<file path="config.mk">
export PLATFORM = sky130hd
export DESIGN_NAME = ternary_word_sequencer
export DESIGN_NICKNAME = d
export VERILOG_FILES = /design/src/rtl/ternary_word_sequencer.sv
export SDC_FILE = /design/constraint.sdc
export NUM_CORES = 1
export LEC_CHECK = 0
export CAP_MARGIN = 30
export CORE_MARGIN = 1
export CORE_UTILIZATION = 25
export DETAILED_ROUTE_END_ITERATION = 8
export PLACE_DENSITY_LB_ADDON = 0.1
export SYNTH_ARGS = -nofsm -noshare
export SYNTH_HDL_FRONTEND = slang
export SYNTH_SLANG_ARGS = --single-unit
</file>
<file path="constraint.sdc">
create_clock -name clk -period 3 [get_ports clk]
set_input_delay 0.75 -clock clk [delete_from_list [all_inputs] [get_ports clk]]
set_output_delay 0.75 -clock clk [all_outputs]
set_load 0.02 [all_outputs]
</file>
<file path="src/rtl/ternary_word_sequencer.sv">
`default_nettype none
// ============================================================================
// Module      : ternary_word_sequencer
// Description : Trit-serial sequencer that performs a WORD_TRITS-wide
//               balanced-ternary ADD / MUL / MIN / MAX by driving an external
//               single-trit ternary ALU one trit at a time. ADD uses two ALU
//               passes per trit (A+B, then +carry-in) and chains the carry.
//               Trit encoding: 00=Z, 01=P, 10=N, 11=invalid.
// Ports       : clk        - system clock, rising edge
//               rst_n      - synchronous active-low reset
//               start      - operation request, sampled only in IDLE
//               op         - 00=add, 01=mul, 10=min, 11=max
//               a_word     - operand A, trit i at [2i+1:2i], trit 0 = LSB
//               b_word     - operand B, same layout
//               busy       - high while an operation is being sequenced
//               done       - one-cycle pulse, result valid
//               result     - assembled result word
//               carry_out  - final ADD carry trit (00 for other ops)
//               invalid    - an operand trit was 11 at accept
//               alu_a/alu_b/alu_op  - drives to the single-trit ALU
//               alu_out/alu_carry   - combinational ALU results
// Revision    : 1.0 - initial release
// ============================================================================
module ternary_word_sequencer #(
    parameter int WORD_TRITS = 9
) (
    input  logic                    clk,
    input  logic                    rst_n,
    input  logic                    start,
    input  logic [1:0]              op,
    input  logic [2*WORD_TRITS-1:0] a_word,
    input  logic [2*WORD_TRITS-1:0] b_word,
    output logic                    busy,
    output logic                    done,
    output logic [2*WORD_TRITS-1:0] result,
    output logic [1:0]              carry_out,
    output logic                    invalid,
    output logic [1:0]              alu_a,
    output logic [1:0]              alu_b,
    output logic [1:0]              alu_op,
    input  logic [1:0]              alu_out,
    input  logic [1:0]              alu_carry
);

    localparam int c_IW = (WORD_TRITS > 1) ? $clog2(WORD_TRITS) : 1;
    localparam logic [c_IW-1:0] c_LAST = c_IW'(WORD_TRITS - 1);

    localparam logic [2:0] c_IDLE  = 3'd0;
    localparam logic [2:0] c_ADD1  = 3'd1;
    localparam logic [2:0] c_ADD2  = 3'd2;
    localparam logic [2:0] c_LOGIC = 3'd3;
    localparam logic [2:0] c_DONE  = 3'd4;

    logic [2:0]                  r_state;
    logic [2:0]                  w_state_next;
    logic [WORD_TRITS-1:0][1:0]  r_a;
    logic [WORD_TRITS-1:0][1:0]  r_b;
    logic [WORD_TRITS-1:0][1:0]  r_result;
    logic [1:0]                  r_op;
    logic [c_IW-1:0]             r_idx;
    logic [1:0]                  r_cin;
    logic [1:0]                  r_s1;
    logic [1:0]                  r_c1;
    logic [1:0]                  r_carry_out;
    logic                        r_invalid;

    logic [2*WORD_TRITS-1:0]     w_a_clean;
    logic [2*WORD_TRITS-1:0]     w_b_clean;
    logic [WORD_TRITS-1:0]       w_a_bad;
    logic [WORD_TRITS-1:0]       w_b_bad;
    logic                        w_last;
    logic [1:0]                  w_cin_next;

    // Operand sanitising: any 11 trit is replaced by Z so the ALU never
    // sees the invalid code; the fact is remembered in invalid.
    for (genvar g = 0; g < WORD_TRITS; g++) begin : g_sanitise
        assign w_a_bad[g]           = &a_word[2*g +: 2];
        assign w_b_bad[g]           = &b_word[2*g +: 2];
        assign w_a_clean[2*g +: 2]  = w_a_bad[g] ? 2'b00 : a_word[2*g +: 2];
        assign w_b_clean[2*g +: 2]  = w_b_bad[g] ? 2'b00 : b_word[2*g +: 2];
    end

    function automatic logic signed [2:0] f_dec(input logic [1:0] t);
        case (t)
            2'b01:   f_dec = 3'sd1;
            2'b10:   f_dec = -3'sd1;
            default: f_dec = 3'sd0;
        endcase
    endfunction

    // The two partial carries of one trit never sum outside {-1,0,+1},
    // because |A[i]+B[i]+cin| <= 3.
    function automatic logic [1:0] f_carry_sum(input logic [1:0] x, input logic [1:0] y);
        logic signed [2:0] v_s;
        v_s = f_dec(x) + f_dec(y);
        case (v_s)
            3'sd1:   f_carry_sum = 2'b01;
            -3'sd1:  f_carry_sum = 2'b10;
            default: f_carry_sum = 2'b00;
        endcase
    endfunction

    assign w_last     = (r_idx == c_LAST);
    assign w_cin_next = f_carry_sum(r_c1, alu_carry);

    assign result     = r_result;
    assign carry_out  = r_carry_out;
    assign invalid    = r_invalid;

    always_comb begin
        w_state_next = r_state;
        busy         = 1'b0;
        done         = 1'b0;
        alu_a        = 2'b00;
        alu_b        = 2'b00;
        alu_op       = 2'b00;
        case (r_state)
            c_IDLE: begin
                if (start) begin
                    w_state_next = (op == 2'b00) ? c_ADD1 : c_LOGIC;
                end
            end
            c_ADD1: begin
                busy         = 1'b1;
                alu_a        = r_a[r_idx];
                alu_b        = r_b[r_idx];
                w_state_next = c_ADD2;
            end
            c_ADD2: begin
                // Second pass folds the running carry into the partial sum.
                busy         = 1'b1;
                alu_a        = r_s1;
                alu_b        = r_cin;
                w_state_next = w_last ? c_DONE : c_ADD1;
            end
            c_LOGIC: begin
                busy         = 1'b1;
                alu_a        = r_a[r_idx];
                alu_b        = r_b[r_idx];
                alu_op       = r_op;
                w_state_next = w_last ? c_DONE : c_LOGIC;
            end
            c_DONE: begin
                done         = 1'b1;
                w_state_next = c_IDLE;
            end
            default: begin
                w_state_next = c_IDLE;
            end
        endcase
    end

    always_ff @(posedge clk) begin
        if (!rst_n) begin
            r_state     <= c_IDLE;
            r_a         <= '0;
            r_b         <= '0;
            r_result    <= '0;
            r_op        <= 2'b00;
            r_idx       <= '0;
            r_cin       <= 2'b00;
            r_s1        <= 2'b00;
            r_c1        <= 2'b00;
            r_carry_out <= 2'b00;
            r_invalid   <= 1'b0;
        end else begin
            r_state <= w_state_next;
            case (r_state)
                c_IDLE: begin
                    if (start) begin
                        r_a       <= w_a_clean;
                        r_b       <= w_b_clean;
                        r_op      <= op;
                        r_idx     <= '0;
                        r_cin     <= 2'b00;
                        r_invalid <= |{w_a_bad, w_b_bad};
                    end
                end
                c_ADD1: begin
                    r_s1 <= alu_out;
                    r_c1 <= alu_carry;
                end
                c_ADD2: begin
                    r_result[r_idx] <= alu_out;
                    r_cin           <= w_cin_next;
                    if (w_last) begin
                        r_carry_out <= w_cin_next;
                    end else begin
                        r_idx <= r_idx + 1'b1;
                    end
                end
                c_LOGIC: begin
                    r_result[r_idx] <= alu_out;
                    if (w_last) begin
                        r_carry_out <= 2'b00;
                    end else begin
                        r_idx <= r_idx + 1'b1;
                    end
                end
                default: begin
                end
            endcase
        end
    end

endmodule
`default_nettype wire

</file>
After elaboration in Yosys (flattened, before gate mapping)
Cells that the tools add are included.
{"block": "totals", "latch_bits": 0, "n_memories": 0, "register_bits": 72, "ram_bits": 0, "in_bits": 45, "rom_bits": 0, "out_inout_bits": 29}
{"block": "classes", "addsub": 2, "bitwise": 0, "div_mod_pow": 0, "n_reduce_logical": 32, "n_eq_ne": 15, "multipliers": 0, "magnitude_cmp": 2, "n_mux": 46, "shifts": 0}
{"operator": "2-bit two-way mux", "count": 26}
{"operator": "2-bit AND reduction", "count": 20}
{"operator": "2-bit case mux with 2 select lines", "count": 5}
{"operator": "18-bit bitwise mux", "count": 1}
{"operator": "18-bit OR reduction", "count": 1}
{"operator": "2-bit binary-select mux with 4-bit select", "count": 2}
{"operator": "3-bit case mux with 2 select lines", "count": 2}
{"operator": "3-bit case mux with 4 select lines", "count": 1}
{"operator": "3-bit two-way mux", "count": 3}
{"operator": "2-bit demux with 4-bit select", "count": 1}
{"operator": "4-bit two-way mux", "count": 2}
{"operator": "2-bit inequality test, second input constant", "count": 4}
{"operator": "4-bit case mux with 2 select lines", "count": 1}
{"operator": "3-bit by 1-bit equality test with 1-bit output, second input constant", "count": 2}
{"operator": "3-bit by 2-bit equality test with 1-bit output, second input constant", "count": 2}
{"operator": "3-bit equality test, second input constant", "count": 2}
{"operator": "3-bit AND reduction", "count": 2}
{"operator": "2-bit nonzero test", "count": 3}
{"operator": "4-bit by 5-bit less-than comparator with 1-bit output, second input constant", "count": 1}
{"operator": "4-bit by 1-bit adder with 4-bit output, second input constant", "count": 1}
{"operator": "2-bit by 1-bit equality test with 1-bit output, second input constant", "count": 2}
{"operator": "2-bit equality test, second input constant", "count": 2}
{"operator": "4-bit equality test, second input constant", "count": 1}
{"operator": "4-bit by 1-bit greater-or-equal comparator with 1-bit output, second input constant", "count": 1}
{"operator": "other kinds (7)", "count": 9}

Logic depth before layout (Yosys ltp)
Gate-level depths: netlist of the first run.
{"block": "logic_depth", "depth_word": 7, "depth_mapped": 10}

Worst setup path before layout of the first run
No wires, ideal clock.
{"block": "synth_timing", "path_type": "reg-to-output", "startpoint": "register r_idx[0]", "endpoint": "output alu_b[1]", "setup_slack_ns": 0.675, "arrival_time_ns": 1.575, "n_path_buf": 2, "path_stages_with_launch": 6, "path_cell_list": "dfxtp_1 -> clkbuf_1 -> buf_2 -> nor2_1 -> a211o_1 -> a221o_1"}
{"block": "synth_via", "elab_chain_len": 3}
{"element": "start: declaration", "line": "60", "text": "logic [c_IW-1:0] r_idx;"}
{"element": "start signal: assignment", "line": "189", "text": "r_idx <= r_idx + 1'b1;"}
{"element": "start signal: assignment", "line": "197", "text": "r_idx <= r_idx + 1'b1;"}
{"element": "2-bit binary-select mux with 4-bit select", "line": "126, 139"}
{"element": "2-bit two-way mux (implied by the code)", "line": "126, 139"}
{"element": "2-bit case mux with 2 select lines", "line": "117", "text": "case (r_state)"}
{"element": "end: declaration", "line": "39", "text": "output logic [1:0] alu_b,"}
No other way between the ends. The select of a mux whose other input is x is not followed.

Final worst setup path of the first run
{"block": "layout_timing", "startpoint": "register r_idx[2]", "endpoint": "output alu_a[1]"}
{"block": "layout_via", "elab_chain_len": 3}
{"element": "2-bit binary-select mux with 4-bit select", "line": "125, 138"}
{"element": "2-bit two-way mux (implied by the code)", "line": "125, 138"}
{"element": "2-bit case mux with 2 select lines", "line": "117"}
{"element": "end: declaration", "line": "38", "text": "output logic [1:0] alu_a,"}
No other way between the ends. The select of a mux whose other input is x is not followed.

==> impl_metrics.py, run 1 <==
metrics = {
    "run_status": {
        "status": "completed",
    },
    "die": {
        "design.portCount": 74,
        "start_util": 0.259,
        "core_area_mm2": 0.0140,
        "dieArea_mm2": 0.0151,
        "fp-row-count": 43,
        "fp.dieW_um": 123,
        "die_y_um": 123,
    },
    "worst_setup_path": {
        "crit_type": "flip-flop to output pin",
        "arrival_ns": 2.09,
        "r2r-start": "r_idx[1]$_SDFFE_PN0P_",
        "cp_max_fo": 7,
        "end_kind": "output pin",
        "cp_data_required_time_ns": 2.25,
        "startpoint_type": "flip-flop",
        "worstSetupStartpoint": "r_idx[2]$_SDFFE_PN0P_",
    },
    "placed_design": {
        "dp.cells": 647,
        "dpl.hpwl_um": 7240,
        "portBuffers": 73,
        "gp_congestion": 0.694,
    },
    "global_routing": {
        "antenna_found_initial": 0,
        "grt_use_total": 0.142,
        "grt.overflow.total": 0,
        "grt_max_degree": 72,
        "grt_pass1_wl_um": 16100,
        "grt_pass1_vias": 3069,
    },
    "synthesis": {
        "ys.flop_type": "dfxtp_1",
        "synthAdderAreaFrac": 0.0350,
        "synth_cell_types": 43,
        "yosysWarnings": 0,
        "synth_xor_xnor_area_share": 0,
        "syn_nets": 462,
        "synth_compound_area_frac": 0.174,
        "avgSynthCellArea_um2": 8.93,
        "syn_area_mm2": 0.00364,
        "synth-simple-area-share": 0.282,
        "ys_seq_elements": 72,
        "synth_edf_count": 0,
        "syn_inst": 408,
        "synth_top_family_by_area": "simple AND/OR/NAND/NOR gates",
        "async_reset_ff_frac": 0,
        "yosysSeqAreaShare": 0.396,
        "synth_mux_area_frac": 0.0666,
    },
    "routing": {
        "first_pass_iters": 4,
        "wirelength_um": 9900,
        "via_count": 3113,
        "detail-route-antenna-nets": 0,
        "remaining_drc_errors": 0,
        "viasPerCell": 4.70,
        "drt-initial-drc-count": 109,
        "wl_per_cell_um": 15.0,
    },
    "clock_network": {
        "cts_tree": "built",
        "cts_made_buffers": 9,
        "cts.sinks": 72,
        "h-tree-depth": 3,
        "cts_root_buffer": "clkbuf_16",
        "path_clk_slew_ns": 0.05,
        "clk_latency_ns": 0.32,
        "clockBufferDepth": 2,
        "postCtsSetupBuffers": 0,
    },
    "pwr": {
        "p_leak_uw": 0.00168,
        "vdd_drop_max_mv": 0.269,
        "power.total_uw": 2450,
        "power.density_mw_per_mm2": 501,
    },
    "worst_hold_path": {
        "hold_class": "flip-flop to flip-flop",
        "hp-start": "r_b[2]$_SDFFE_PN0P_",
    },
    "timing": {
        "maxSlewViolCount": 0,
        "hold_viol": 0,
        "clock.fmax_mhz": 353,
        "rsz0062_at_grt": "no",
        "fin_skew_ns": 0.00407,
        "fin_crit_sh": 0.946,
        "relSlewSlack": 0.640,
        "period_needed_ns": 2.84,
        "setup_viol": 0,
        "fin_setup_tns_ns": 0,
        "worstMarginPinSlew_ns": 0.540,
        "holdWs_ns": 0.457,
    },
    "cells_and_area": {
        "layout-drive-gt1-share": 0.0871,
        "syn2layout_area_growth_pct": 34.5,
        "antenna_cells": 0,
        "nets": 532,
        "final_cell_mix": "71 x dfxtp_1, 70 x nand2_1, 69 x clkdlybuf4s50_1, 57 x a21boi_0, 37 x nand3b_1",
        "final_common_cell": "dfxtp_1",
        "layout.cells.non_filler": 662,
    },
    "job": {
        "cap_violations": 0,
    },
}
## sequential cells by signal, summed over array words and instances (netlist names), 3 cells and up
| name | count |
|---|---|
| r_b | 18 |
| r_state | 3 |
| result | 18 |
| r_a | 18 |
| r_idx | 4 |
## where the power goes
part	internal (uW)	switching [uW]	leakage (uW)
Clock	704	381	0.000154
Sequential	993	23.1	0.000585
Combinational	169	184	0.000944
## routing by layer
layer  share of wire  track usage  vias up
li1                -            -     1594
met1            0.49        0.186     1450
met2            0.46        0.229       64
met3           0.038       0.0325        5
met4          0.0090       0.0457        0
met5               0            0        -
## worst max-delay path, stage by stage (launching register included)
cell           delay, ns
dfxtp_2             0.44
mux2_2              0.37
a22oi_1             0.14
o22ai_1             0.14
a221o_1             0.34
dlygate4sd2_1       0.33
## cell type report
class / instances / area (um2)
fill: 1421 / 9140
multi-input combinational: 297 / 2040
sequential: 72 / 1440
timing repair buffer: 88 / 851
clock buffer: 12 / 267
tap: 180 / 225
clock inverter: 3 / 40.0
inverter: 10 / 37.5
## synthesized netlist by cell type (3+ instances only)
cell type / number / area, um2
o31ai_1: 3 / 22.5
a22o_1: 4 / 35.0
nand2_1: 70 / 263
nor2_1: 9 / 33.8
a21boi_0: 57 / 428
buf_2: 8 / 40.0
inv_1: 10 / 37.5
and3_1: 3 / 18.8
clkbuf_1: 19 / 71.3
mux4_2: 4 / 90.1
ha_1: 7 / 87.6
nand3_1: 21 / 105
a21oi_1: 3 / 15.0
nand4_1: 3 / 18.8
o21ai_0: 4 / 20.0
nand3b_1: 37 / 278
nor2b_1: 14 / 87.6
dfxtp_1: 72 / 1440
mux2i_1: 13 / 130
a221oi_1: 5 / 43.8
nor3_1: 8 / 40.0
## cells by family after synthesis
logic type,count (synthesis)
AOI/OAI and AO/OA,85
adders and majority gates,9
buffers and inverters,39
DFF,72
muxes,19
and+or+nand+nor,184
## timing repair
item                                    in CTS  in global routing
resized for setup                            5                  0
hold buffers                                 0                  0
endpoints found under the setup margin       4                  0
## worst paths after layout
path                                              end  slack [ns]  depth (start not counted)
worst min-delay path              r_b[2]$_SDFFE_PN0P_        0.46                          2
worst max-delay path                         alu_a[1]        0.16                          5
worst min register to register    r_b[2]$_SDFFE_PN0P_        0.46                          2
worst max register to register  r_idx[3]$_SDFFE_PN0P_        0.74                          6
## through the flow
| step | instance area (um2) | worst slack, ns | util |
|---|---|---|---|
| floorplan | 3640 | 0.675 | - |
| global placement | 4600 | 0.0792 | 0.328 |
| detailed placement | 4600 | 0.0560 | 0.328 |
| CTS | 4900 | 0.158 | 0.349 |
| global route | 4900 | 0.0591 | 0.349 |
| finish | 4900 | 0.163 | 0.349 |
Note: power is estimated with default switching activity, not from simulation.
==> run 2: changes to the inputs <==
Settings changed: CORE_MARGIN 1 to 4, GPL_TIMING_DRIVEN from default to 0.
==> run 2 against run 1 <==
Net effect:
- clock-buffer cell count did not move
- first-iteration DRC count fell by 5.5%
- register-to-register slack got worse by 0.03 ns
- die area rose by 10%
- largest cell class unchanged
==> impl_metrics.py, run 2 (synthesis results as in run 1) <==
metrics = {
    "worst_setup_path": {
        "cp_data_required_time_ns": 2.25,
        "startpoint_type": "flip-flop",
        "worstPathCellList": "buf_4 > mux4_2 > nor2b_1 > a221o_1 > dlygate4sd2_1",
        "end_kind": "output pin",
        "arrival_ns": 2.14,
        "critPathTopFamily": "buffers and inverters",
        "path_buf_inv": 2,
        "crit_type": "flip-flop to output pin",
        "crit_path_max_incr_delay_ns": 0.52,
        "cp_max_fo": 5,
        "cp_slowest_cell": "mux4_2",
    },
    "die": {
        "die_y_um": 129,
        "start_util": 0.258,
        "design.portCount": 74,
        "core_area_mm2": 0.0141,
        "fp-row-count": 43,
        "dieArea_mm2": 0.0166,
        "fp.dieW_um": 129,
    },
    "global_routing": {
        "grt_max_degree": 12,
        "grt_use_total": 0.137,
        "grt_pass1_vias": 3293,
        "grt.overflow.total": 0,
        "antenna_found_initial": 0,
        "grt_pass1_wl_um": 17500,
    },
    "timing": {
        "setup_viol": 0,
        "maxSlewViolCount": 0,
        "worstMarginPinSlew_ns": 0.614,
        "hold_viol": 0,
        "period_needed_ns": 2.89,
        "fin_crit_sh": 0.965,
        "rsz0062_at_grt": "no",
        "relSlewSlack": 0.591,
        "fin_skew_ns": 0.00556,
        "clock.fmax_mhz": 345,
    },
    "cells_and_area": {
        "antenna_cells": 0,
        "layout-drive-gt1-share": 0.0852,
        "final_common_cell": "dfxtp_1",
        "syn2layout_area_growth_pct": 33.9,
        "final_util": 0.346,
        "final_cell_mix": "71 x dfxtp_1, 70 x nand2_1, 67 x clkdlybuf4s50_1, 57 x a21boi_0, 37 x nand3b_1",
        "layout.cells.non_filler": 673,
        "fillers": 1520,
        "nets": 543,
    },
    "routing": {
        "wirelength_um": 10800,
        "wl_per_cell_um": 16.1,
        "via_count": 3178,
        "first_pass_iters": 4,
        "detail-route-antenna-nets": 0,
        "remaining_drc_errors": 0,
        "viasPerCell": 4.72,
        "drt-initial-drc-count": 103,
    },
    "run_status": {
        "status": "completed",
    },
    "placed_design": {
        "dpl.hpwl_um": 8360,
        "dp.cells": 659,
        "gp_congestion": 0.787,
        "portBuffers": 71,
    },
    "clock_network": {
        "cts_tree": "built",
        "clk_latency_ns": 0.33,
        "cts_root_buffer": "clkbuf_16",
        "clockBufferDepth": 2,
        "hold_buffers": 0,
        "cts_made_buffers": 9,
        "path_clk_slew_ns": 0.06,
        "cts.sinks": 72,
        "h-tree-depth": 3,
    },
    "pwr": {
        "vdd_drop_max_mv": 0.286,
        "p_leak_uw": 0.00165,
        "power.density_mw_per_mm2": 485,
    },
    "job": {
        "cap_violations": 0,
    },
    "worst_hold_path": {
        "hold_class": "flip-flop to flip-flop",
    },
}
run 2: cell types whose count changed in the layout (fill, tap and decap cells not counted), sizes merged:
cell,before,now
clkbuf,12,30
clkdlybuf4s15,0,1
dlygate4sd2,4,2
buf,15,11
clkinvlp,0,1
bufinv,1,0
clkdlybuf4s50,69,67
run 2: path summary, 6_finish.rpt:
kind | slack [ns] | depth (start not counted) | from | endpoint
max | 0.11 | 5 | r_idx[0]$_SDFFE_PN0P_ | alu_b[1]
min | 0.46 | 2 | r_b[11]$_SDFFE_PN0P_ | r_b[11]$_SDFFE_PN0P_
max reg2reg | 0.71 | 8 | r_idx[0]$_SDFFE_PN0P_ | r_idx[3]$_SDFFE_PN0P_
min reg2reg | 0.46 | 2 | r_b[11]$_SDFFE_PN0P_ | r_b[11]$_SDFFE_PN0P_
run 2: metal layers:
| layer | vias up | wire length (um) | global-route usage |
|---|---|---|---|
| met1 | 1476 | 5350 | 0.185 |
| li1 | 1614 | - | - |
| met2 | 76 | 4850 | 0.213 |
| met4 | 0 | 199 | 0.0544 |
| met5 | - | 0 | 0 |
| met3 | 12 | 430 | 0.0311 |
run 2: power breakdown:
group          internal [uW]  switching [uW]  total [uW]  leakage (uW)
Clock                    597             398         995      0.000134
Combinational            161             193         354      0.000927
Sequential               993            25.1        1020      0.000585
Total                   1750             616        2370       0.00165
run 2: cell type report:
cell class                      instances  area (um2)  share of cell area
Buffer                                 28         154              0.0315
Clock buffer                           12         256              0.0526
Clock inverter                          3        17.5             0.00359
Inverter                               10        37.5             0.00769
Multi-Input combinational cell        297        2040               0.419
Sequential cell                        72        1440               0.296
Tap cell                              180         225              0.0462
Timing Repair Buffer                   71         703               0.144
run 2: what timing repair did:
| action | CTS | global route |
|---|---|---|
| pin swaps | 0 | 1 |
| setup buffers | 0 | 0 |
| endpoints found under the setup margin | 6 | 3 |
| resized for setup | 14 | 8 |
run 2: worst register-to-register path: stages (launching register included):
cell	delay (ns)
dfxtp_1	0.36
buf_4	0.19
inv_1	0.15
ha_1	0.32
and3b_4	0.23
and3b_1	0.18
buf_6	0.14
or4_1	0.51
a21oi_1	0.14
run 2: per-stage QoR:
step / worst slack (ns) / cell area, um2 / setup TNS (ns) / hold WS [ns] / total power [uW]
6_report: 0.105 / 4880 / 0 / 0.460 / 2370
5_1_grt: 0.00199 / 4880 / 0 / 0.485 / 2480
4_1_cts: 0.00870 / 4870 / 0 / 0.463 / 2400
3_5_place_dp: -0.146 / 4580 / -0.472 / 0.455 / 1400
3_3_place_gp: -0.172 / 4580 / -0.559 / 0.450 / 1390
2_1_floorplan: 0.675 / 3640 / 0 / 0.437 / 1230
==> run 3: changes to the inputs <==
Settings changed: ABC_CLOCK_PERIOD_IN_PS from default to 3000.
==> results of run 3 <==
The final DEF is identical to that of run 2; final timing and power are the same.
